## src/rtl/vip_pkt_pkg.sv

```systemverilog
// Shared constants, types and helpers for the VIP control-packet inserter.
package vip_pkt_pkg;

  localparam logic [3:0] PKT_TYPE_VIDEO = 4'h0;
  localparam logic [3:0] PKT_TYPE_CTRL  = 4'hF;
  localparam int         CTRL_NIBBLES   = 9;

  // Number of body beats needed to carry the nine geometry nibbles.
  function automatic int ctrl_beats(input int symbols);
    return (CTRL_NIBBLES + symbols - 1) / symbols;
  endfunction

  typedef enum logic [2:0] {
    ST_IDLE   = 3'd0,
    ST_HEADER = 3'd1,
    ST_BODY   = 3'd2,
    ST_PASS   = 3'd3,
    ST_DROP   = 3'd4
  } state_e;

endpackage

```

## src/rtl/vip_st_output_reg.sv

```systemverilog
// One-deep valid/ready register stage carrying data, sop and eop.
module vip_st_output_reg #(
  parameter int DATA_W = 24
) (
  input  logic              clk,
  input  logic              rst,
  input  logic              in_valid,
  output logic              in_ready,
  input  logic [DATA_W-1:0] in_data,
  input  logic              in_sop,
  input  logic              in_eop,
  input  logic              out_ready,
  output logic              out_valid,
  output logic [DATA_W-1:0] out_data,
  output logic              out_sop,
  output logic              out_eop
);

  logic              valid_q, valid_d;
  logic [DATA_W-1:0] data_q, data_d;
  logic              sop_q, sop_d;
  logic              eop_q, eop_d;

  // The register is free when empty or when its beat leaves this cycle.
  assign in_ready = ~valid_q | out_ready;

  // Load a new beat when free; otherwise hold everything stable.
  always_comb begin
    valid_d = valid_q;
    data_d  = data_q;
    sop_d   = sop_q;
    eop_d   = eop_q;
    if (in_ready) begin
      valid_d = in_valid;
      if (in_valid) begin
        data_d = in_data;
        sop_d  = in_sop;
        eop_d  = in_eop;
      end
    end
  end

  // Output register state.
  always_ff @(posedge clk or posedge rst) begin
    if (rst) begin
      valid_q <= 1'b0;
      data_q  <= '0;
      sop_q   <= 1'b0;
      eop_q   <= 1'b0;
    end else begin
      valid_q <= valid_d;
      data_q  <= data_d;
      sop_q   <= sop_d;
      eop_q   <= eop_d;
    end
  end

  assign out_valid = valid_q;
  assign out_data  = data_q;
  assign out_sop   = sop_q;
  assign out_eop   = eop_q;

endmodule

```

## src/rtl/vip_ctrl_packet_inserter.sv

```systemverilog
// Inserts a VIP control packet ahead of the next video packet whenever new
// frame geometry is requested; optionally drops stale upstream control packets.
module vip_ctrl_packet_inserter
  import vip_pkt_pkg::*;
#(
  parameter int BITS_PER_SYMBOL    = 8,
  parameter int SYMBOLS_PER_BEAT   = 3,
  parameter int DROP_UPSTREAM_CTRL = 1
) (
  input  logic                                        clk,
  input  logic                                        rst,
  output logic                                        din_ready,
  input  logic                                        din_valid,
  input  logic                                        din_sop,
  input  logic                                        din_eop,
  input  logic [BITS_PER_SYMBOL*SYMBOLS_PER_BEAT-1:0] din_data,
  input  logic                                        dout_ready,
  output logic                                        dout_valid,
  output logic                                        dout_sop,
  output logic                                        dout_eop,
  output logic [BITS_PER_SYMBOL*SYMBOLS_PER_BEAT-1:0] dout_data,
  input  logic                                        do_control_packet,
  input  logic [15:0]                                 width,
  input  logic [15:0]                                 height,
  input  logic [3:0]                                  interlaced,
  output logic                                        ctrl_sent
);

  localparam int DATA_W     = BITS_PER_SYMBOL * SYMBOLS_PER_BEAT;
  localparam int CTRL_BEATS = ctrl_beats(SYMBOLS_PER_BEAT);
  localparam int CNT_W      = $clog2(CTRL_BEATS);
  localparam logic [CNT_W-1:0] LAST_BEAT = CNT_W'(CTRL_BEATS - 1);

  state_e            state_q, state_d;
  logic [CNT_W-1:0]  cnt_q, cnt_d;
  logic              pending_q, pending_d;
  logic [15:0]       pend_w_q, pend_w_d, pend_h_q, pend_h_d;
  logic [3:0]        pend_i_q, pend_i_d;
  logic [15:0]       snap_w_q, snap_w_d, snap_h_q, snap_h_d;
  logic [3:0]        snap_i_q, snap_i_d;
  logic              ctrl_last_q, ctrl_last_d;

  logic              out_free;
  logic              ld_valid;
  logic [DATA_W-1:0] ld_data;
  logic              ld_sop;
  logic              ld_eop;
  logic              ld_ctrl_last;

  logic [CTRL_NIBBLES*4-1:0]          nib_vec;
  logic [CTRL_BEATS-1:0][DATA_W-1:0]  body_beat;
  logic [DATA_W-1:0]                  header_beat;

  // Nibble k of the control body lives at nib_vec[4k +: 4], width MSN first.
  assign nib_vec = {snap_i_q,
                    snap_h_q[3:0], snap_h_q[7:4], snap_h_q[11:8], snap_h_q[15:12],
                    snap_w_q[3:0], snap_w_q[7:4], snap_w_q[11:8], snap_w_q[15:12]};

  assign header_beat = DATA_W'(PKT_TYPE_CTRL);

  for (genvar b = 0; b < CTRL_BEATS; b++) begin : g_beat
    for (genvar s = 0; s < SYMBOLS_PER_BEAT; s++) begin : g_sym
      localparam int IDX = b * SYMBOLS_PER_BEAT + s;
      if (IDX < CTRL_NIBBLES) begin : g_nib
        assign body_beat[b][s*BITS_PER_SYMBOL +: BITS_PER_SYMBOL] =
          BITS_PER_SYMBOL'(nib_vec[IDX*4 +: 4]);
      end else begin : g_pad
        assign body_beat[b][s*BITS_PER_SYMBOL +: BITS_PER_SYMBOL] = '0;
      end
    end
  end

  // Next-state, request capture, sink handshake and output-register load.
  always_comb begin
    state_d      = state_q;
    cnt_d        = cnt_q;
    pending_d    = pending_q;
    pend_w_d     = pend_w_q;
    pend_h_d     = pend_h_q;
    pend_i_d     = pend_i_q;
    snap_w_d     = snap_w_q;
    snap_h_d     = snap_h_q;
    snap_i_d     = snap_i_q;
    ld_valid     = 1'b0;
    ld_data      = din_data;
    ld_sop       = din_sop;
    ld_eop       = din_eop;
    ld_ctrl_last = 1'b0;
    din_ready    = 1'b0;

    if (do_control_packet) begin
      pending_d = 1'b1;
      pend_w_d  = width;
      pend_h_d  = height;
      pend_i_d  = interlaced;
    end

    unique case (state_q)
      ST_IDLE: begin
        if (pending_q || do_control_packet) begin
          // A same-cycle request is taken directly so the header is not delayed.
          state_d   = ST_HEADER;
          pending_d = 1'b0;
          snap_w_d  = do_control_packet ? width      : pend_w_q;
          snap_h_d  = do_control_packet ? height     : pend_h_q;
          snap_i_d  = do_control_packet ? interlaced : pend_i_q;
        end else begin
          // Stray non-sop beats are discarded; a sop waits for the next state.
          din_ready = din_valid & ~din_sop;
          if (din_valid && din_sop) begin
            if ((DROP_UPSTREAM_CTRL != 0) && (din_data[3:0] == PKT_TYPE_CTRL)) begin
              state_d = ST_DROP;
            end else begin
              state_d = ST_PASS;
            end
          end
        end
      end
      ST_HEADER: begin
        if (out_free) begin
          ld_valid = 1'b1;
          ld_data  = header_beat;
          ld_sop   = 1'b1;
          ld_eop   = 1'b0;
          cnt_d    = '0;
          state_d  = ST_BODY;
        end
      end
      ST_BODY: begin
        if (out_free) begin
          ld_valid     = 1'b1;
          ld_data      = body_beat[cnt_q];
          ld_sop       = 1'b0;
          ld_eop       = (cnt_q == LAST_BEAT);
          ld_ctrl_last = (cnt_q == LAST_BEAT);
          if (cnt_q == LAST_BEAT) begin
            state_d = ST_IDLE;
          end else begin
            cnt_d = cnt_q + 1'b1;
          end
        end
      end
      ST_PASS: begin
        din_ready = out_free;
        if (din_valid && out_free) begin
          ld_valid = 1'b1;
          if (din_eop) begin
            state_d = ST_IDLE;
          end
        end
      end
      ST_DROP: begin
        din_ready = 1'b1;
        if (din_valid && din_eop) begin
          state_d = ST_IDLE;
        end
      end
      default: state_d = ST_IDLE;
    endcase

    ctrl_last_d = ld_valid ? ld_ctrl_last : ctrl_last_q;
  end

  // Control state, request register and geometry snapshot.
  always_ff @(posedge clk or posedge rst) begin
    if (rst) begin
      state_q     <= ST_IDLE;
      cnt_q       <= '0;
      pending_q   <= 1'b0;
      pend_w_q    <= '0;
      pend_h_q    <= '0;
      pend_i_q    <= '0;
      snap_w_q    <= '0;
      snap_h_q    <= '0;
      snap_i_q    <= '0;
      ctrl_last_q <= 1'b0;
    end else begin
      state_q     <= state_d;
      cnt_q       <= cnt_d;
      pending_q   <= pending_d;
      pend_w_q    <= pend_w_d;
      pend_h_q    <= pend_h_d;
      pend_i_q    <= pend_i_d;
      snap_w_q    <= snap_w_d;
      snap_h_q    <= snap_h_d;
      snap_i_q    <= snap_i_d;
      ctrl_last_q <= ctrl_last_d;
    end
  end

  vip_st_output_reg #(
    .DATA_W(DATA_W)
  ) u_out_reg (
    .clk      (clk),
    .rst      (rst),
    .in_valid (ld_valid),
    .in_ready (out_free),
    .in_data  (ld_data),
    .in_sop   (ld_sop),
    .in_eop   (ld_eop),
    .out_ready(dout_ready),
    .out_valid(dout_valid),
    .out_data (dout_data),
    .out_sop  (dout_sop),
    .out_eop  (dout_eop)
  );

  assign ctrl_sent = dout_valid & dout_ready & ctrl_last_q;

endmodule

```

## config.mk

```make
export PLATFORM = sky130hd
export DESIGN_NAME = vip_ctrl_packet_inserter
export DESIGN_NICKNAME = d
export VERILOG_FILES = /design/src/rtl/vip_pkt_pkg.sv /design/src/rtl/vip_st_output_reg.sv /design/src/rtl/vip_ctrl_packet_inserter.sv
export SDC_FILE = /design/constraint.sdc
export NUM_CORES = 1
export LEC_CHECK = 0
export ABC_CLOCK_PERIOD_IN_PS = 4500
export CORE_ASPECT_RATIO = 1.4
export CORE_MARGIN = 2
export CORE_UTILIZATION = 54
export CTS_CLUSTER_DIAMETER = 120
export CTS_CLUSTER_SIZE = 10
export DETAILED_ROUTE_END_ITERATION = 16
export GPL_ROUTABILITY_DRIVEN = 1
export PLACE_DENSITY = 0.83
export SLEW_MARGIN = 20
export SYNTH_ARGS = -nofsm -noshare
export SYNTH_HDL_FRONTEND = slang
export SYNTH_HIERARCHICAL = 1
export SYNTH_SLANG_ARGS = --single-unit
```

## constraint.sdc

```tcl
create_clock -name clk -period 4.5 [get_ports clk]
set_input_delay 0.9 -clock clk [delete_from_list [all_inputs] [get_ports clk]]
set_output_delay 0.9 -clock clk [all_outputs]
set_load 0.05 [all_outputs]
```

==> impl_metrics.yaml <==
setup_path:
  worstPathRequired_ns: 3.60
  max_stage_delay_ns: 0.80
  cp_data_arrival_time_ns: 2.97
  crit_fanout: 7
  crit_path_end_kind: "primary output"
  critPathKind: "input pin to primary output"
  cp_cell_sequence: "clkdlybuf4s50_1 > nand2b_4 > nor2b_1 > nand2_1 > inv_1 > a221o_1 > clkdlybuf4s50_1"
  cp_slowest_cell: "clkdlybuf4s50_1"
  crit_top_cell: "clkdlybuf4s50_1"
  worstSetupStartpointType: "input pin"
sta:
  finalCriticalPeriod_ns: 3.870
  rsz0062_at_grt: "false"
  setup_violations: 0
  skew_ns: 0.006128
  worst_pin_slew_ns: 0.9654
  fmax_ghz: 0.2584
  drv_slew: 0
  hold_viol_final: 0
  setup-tns-final_ns: 0
  relSlewSlack_pct: 35.64
  fin_crit_sh_pct: 85.99
  fin_ws_ns: 0.6303
yosys:
  synth-seq-cells: 106
  synthCells: 354
  ys_seq_area_share_pct: 54.67
  ys_warn_count: 6
  synth_area_leaders: "dfrtp_1, mux2_2, mux2_4, mux2_1, mux2i_1"
  synth_area_leader_cell: "dfrtp_1"
  synth_nets: 423
  async_reset_ff_share_pct: 100.0
  synth_area_um2: 4852
  synthDominantCellAreaShare_pct: 54.67
  synth_ff_type: "dfrtp_1"
  synth_enable_flop_cells: 0
  avgSynthCellArea_um2: 13.71
  yosysUniqueCellTypes: 42
clock_network:
  cts_root_buf: "clkbuf_16"
  clockBufferDepth: 2
  hold_buffers: 0
  cts_buffers: 9
  cts_setup_buffers: 0
  h-tree-depth: 3
  cts.sinks: 106
  clk_latency_ns: 0.35
  cts_tree: "built"
  ctsResizeCount: 0
  clk_pin_slew_ns: 0.07
die:
  core_area_um2: 8658
  die-height_um: 116.2
  ios: 96
  start_util_pct: 56.04
  die_area_um2: 9771
  die_x_um: 84.12
  rows: 40
placed_design:
  place.gp.congestion: 0.8398
  dp_hpwl_um: 6980
  dp.cells: 538
  post-place-ws_ns: 0.6683
  io_buffers: 95
detailed_routing:
  viasPerCell: 5.528
  drc: 0
  num_vias: 3057
  drtAntennaViolNets: 0
  first_iter_violations: 189
  m1WireLength_um: 4180
  wire_per_inst_um: 17.86
  firstDrtPassIters: 4
  wl_um: 9874
  met3_length_um: 493
  wl_met2_um: 4908
  highest_layer: "met4"
global_routing:
  antenna_found_initial: 0
  grt_pass1_wl_um: 16080
  grt_max_degree: 80
  grt_pass1_vias: 3172
  grt.total_usage_pct: 21.68
  grt_remaining_overflow: 0
finish:
  fin_cells: 553
  nFillCells: 614
  area_growth_pct: 25.40
  diodes: 0
  fin_util_pct: 70.27
  final_nets: 513
  drive_above_1_share_pct: 22.32
power_and_ir_drop:
  power.static_leakage_nw: 2.650
  finalPower_mw: 4.276
  ir_drop_v: 0.0004766
  powerDensity_nw_per_um2: 702.8
status:
  outcome: "completed"
hold_path:
  hold_class: "flop to flop"
job:
  drv_cap: 0
[metal layers]
metal	track usage, %	vias up
li1	-	1432
met1	27.57	1516
met2	36.08	92
met3	3.392	17
met4	11.61	0
met5	0	-
[worst max-delay path, delay by kind of cell]
kind	cells	cell delay, ns
buffers and inverters	3	1.37
and+or+nand+nor	3	0.58
AOI/OAI and AO/OA	1	0.13
[area by class of cell]
cell class / count / area, um2 / area share (%)
clock buffer: 11 / 252.7 / 4.154
clock inverter: 4 / 27.53 / 0.4524
inverter: 7 / 26.28 / 0.4318
multi-input combinational: 220 / 2011 / 33.05
sequential: 106 / 2653 / 43.59
tap: 105 / 131.4 / 2.159
timing repair buffer: 100 / 983.4 / 16.16
[synth_stat cells, types with 2 or more instances]
cell type,number
inv_1,7
o22ai_1,7
a21oi_1,7
nand2b_1,2
a31oi_1,4
and3_1,2
and2_1,13
buf_6,3
nand3_1,3
mux2_1,25
mux2_2,48
a22o_1,11
nor2_1,15
mux2i_1,13
nand2_1,17
clkbuf_1,6
dfrtp_1,106
buf_2,8
nor2b_1,3
mux2_4,26
nor3b_1,2
buf_12,3
ha_1,2
o21ai_0,3
[cell usage in the layout, fill, tap and decap left out, types with 4 or more instances in the layout]
master           Yosys  routed
a31oi_1              4       4
o22ai_1              7       7
mux2i_1             13      13
dfrtp_1            106     106
mux2_1              25      25
mux2_2              48      48
buf_4                1       5
nand2_1             17      17
mux2_4              26      26
a22o_1              11      11
and2_1              13      13
nor2_1              15      15
a21oi_1              7       7
inv_1                7       5
clkbuf_16            0       9
clkdlybuf4s50_1      0      94
[cell families (layout without fill, tap and decap cells)]
kind of cell    Yosys count  count (layout)  share of synthesized area [%]
simple gates             64              64                          7.040
flops                   106             106                          54.67
mux                     112             112                          27.67
buf+inv                  28             122                          3.920
compound gates           41              41                          6.008
fa+ha+maj                 2               2                         0.5156
xor+xnor                  1               1                         0.1805
[stage by stage]
| step | hold slack (ns) | area, um2 |
|---|---|---|
| 6_report | 0.4872 | 6085 |
| 5_1_grt | 0.5020 | 6085 |
| 4_1_cts | 0.4940 | 6083 |
| 3_5_place_dp | 0.4740 | 5803 |
| 3_3_place_gp | 0.4677 | 5803 |
| 2_1_floorplan | 0.4574 | 4852 |
[worst paths after layout]
check | start | end | slack, ns | cells past startpoint
max | dout_ready | din_ready | 0.63 | 7
min | snap_w_q[7] | snap_w_q[7] | 0.49 | 1
max reg2reg | state_q[0] | u_out_reg/out_data[23] | 2.14 | 4
min reg2reg | snap_w_q[7] | snap_w_q[7] | 0.49 | 1
max in group asynchronous | rst | pend_h_q[1] | 2.64 | 3
min in group asynchronous | rst | u_out_reg/out_data[17] | 1.01 | 2
[power breakdown]
| group | internal [mW] | leakage (nW) | switching [mW] | total [mW] |
|---|---|---|---|---|
| sequential | 1.29 | 1.27 | 0.247 | 1.54 |
| combinational | 0.950 | 1.25 | 1.05 | 2.00 |
| clock | 0.401 | 0.130 | 0.334 | 0.735 |
[state kept, by name (all words and copies together) (netlist names)]
name                 cells
snap_w_q                16
pend_w_q                16
pending_q                1
u_out_reg/out_sop        1
pend_h_q                16
u_out_reg/out_eop        1
u_out_reg/out_valid      1
snap_i_q                 4
state_q                  3
pend_i_q                 4
snap_h_q                16
ctrl_last_q              1
cnt_q                    2
u_out_reg/out_data      24
No activity file was read; power rests on OpenSTA's default activity.
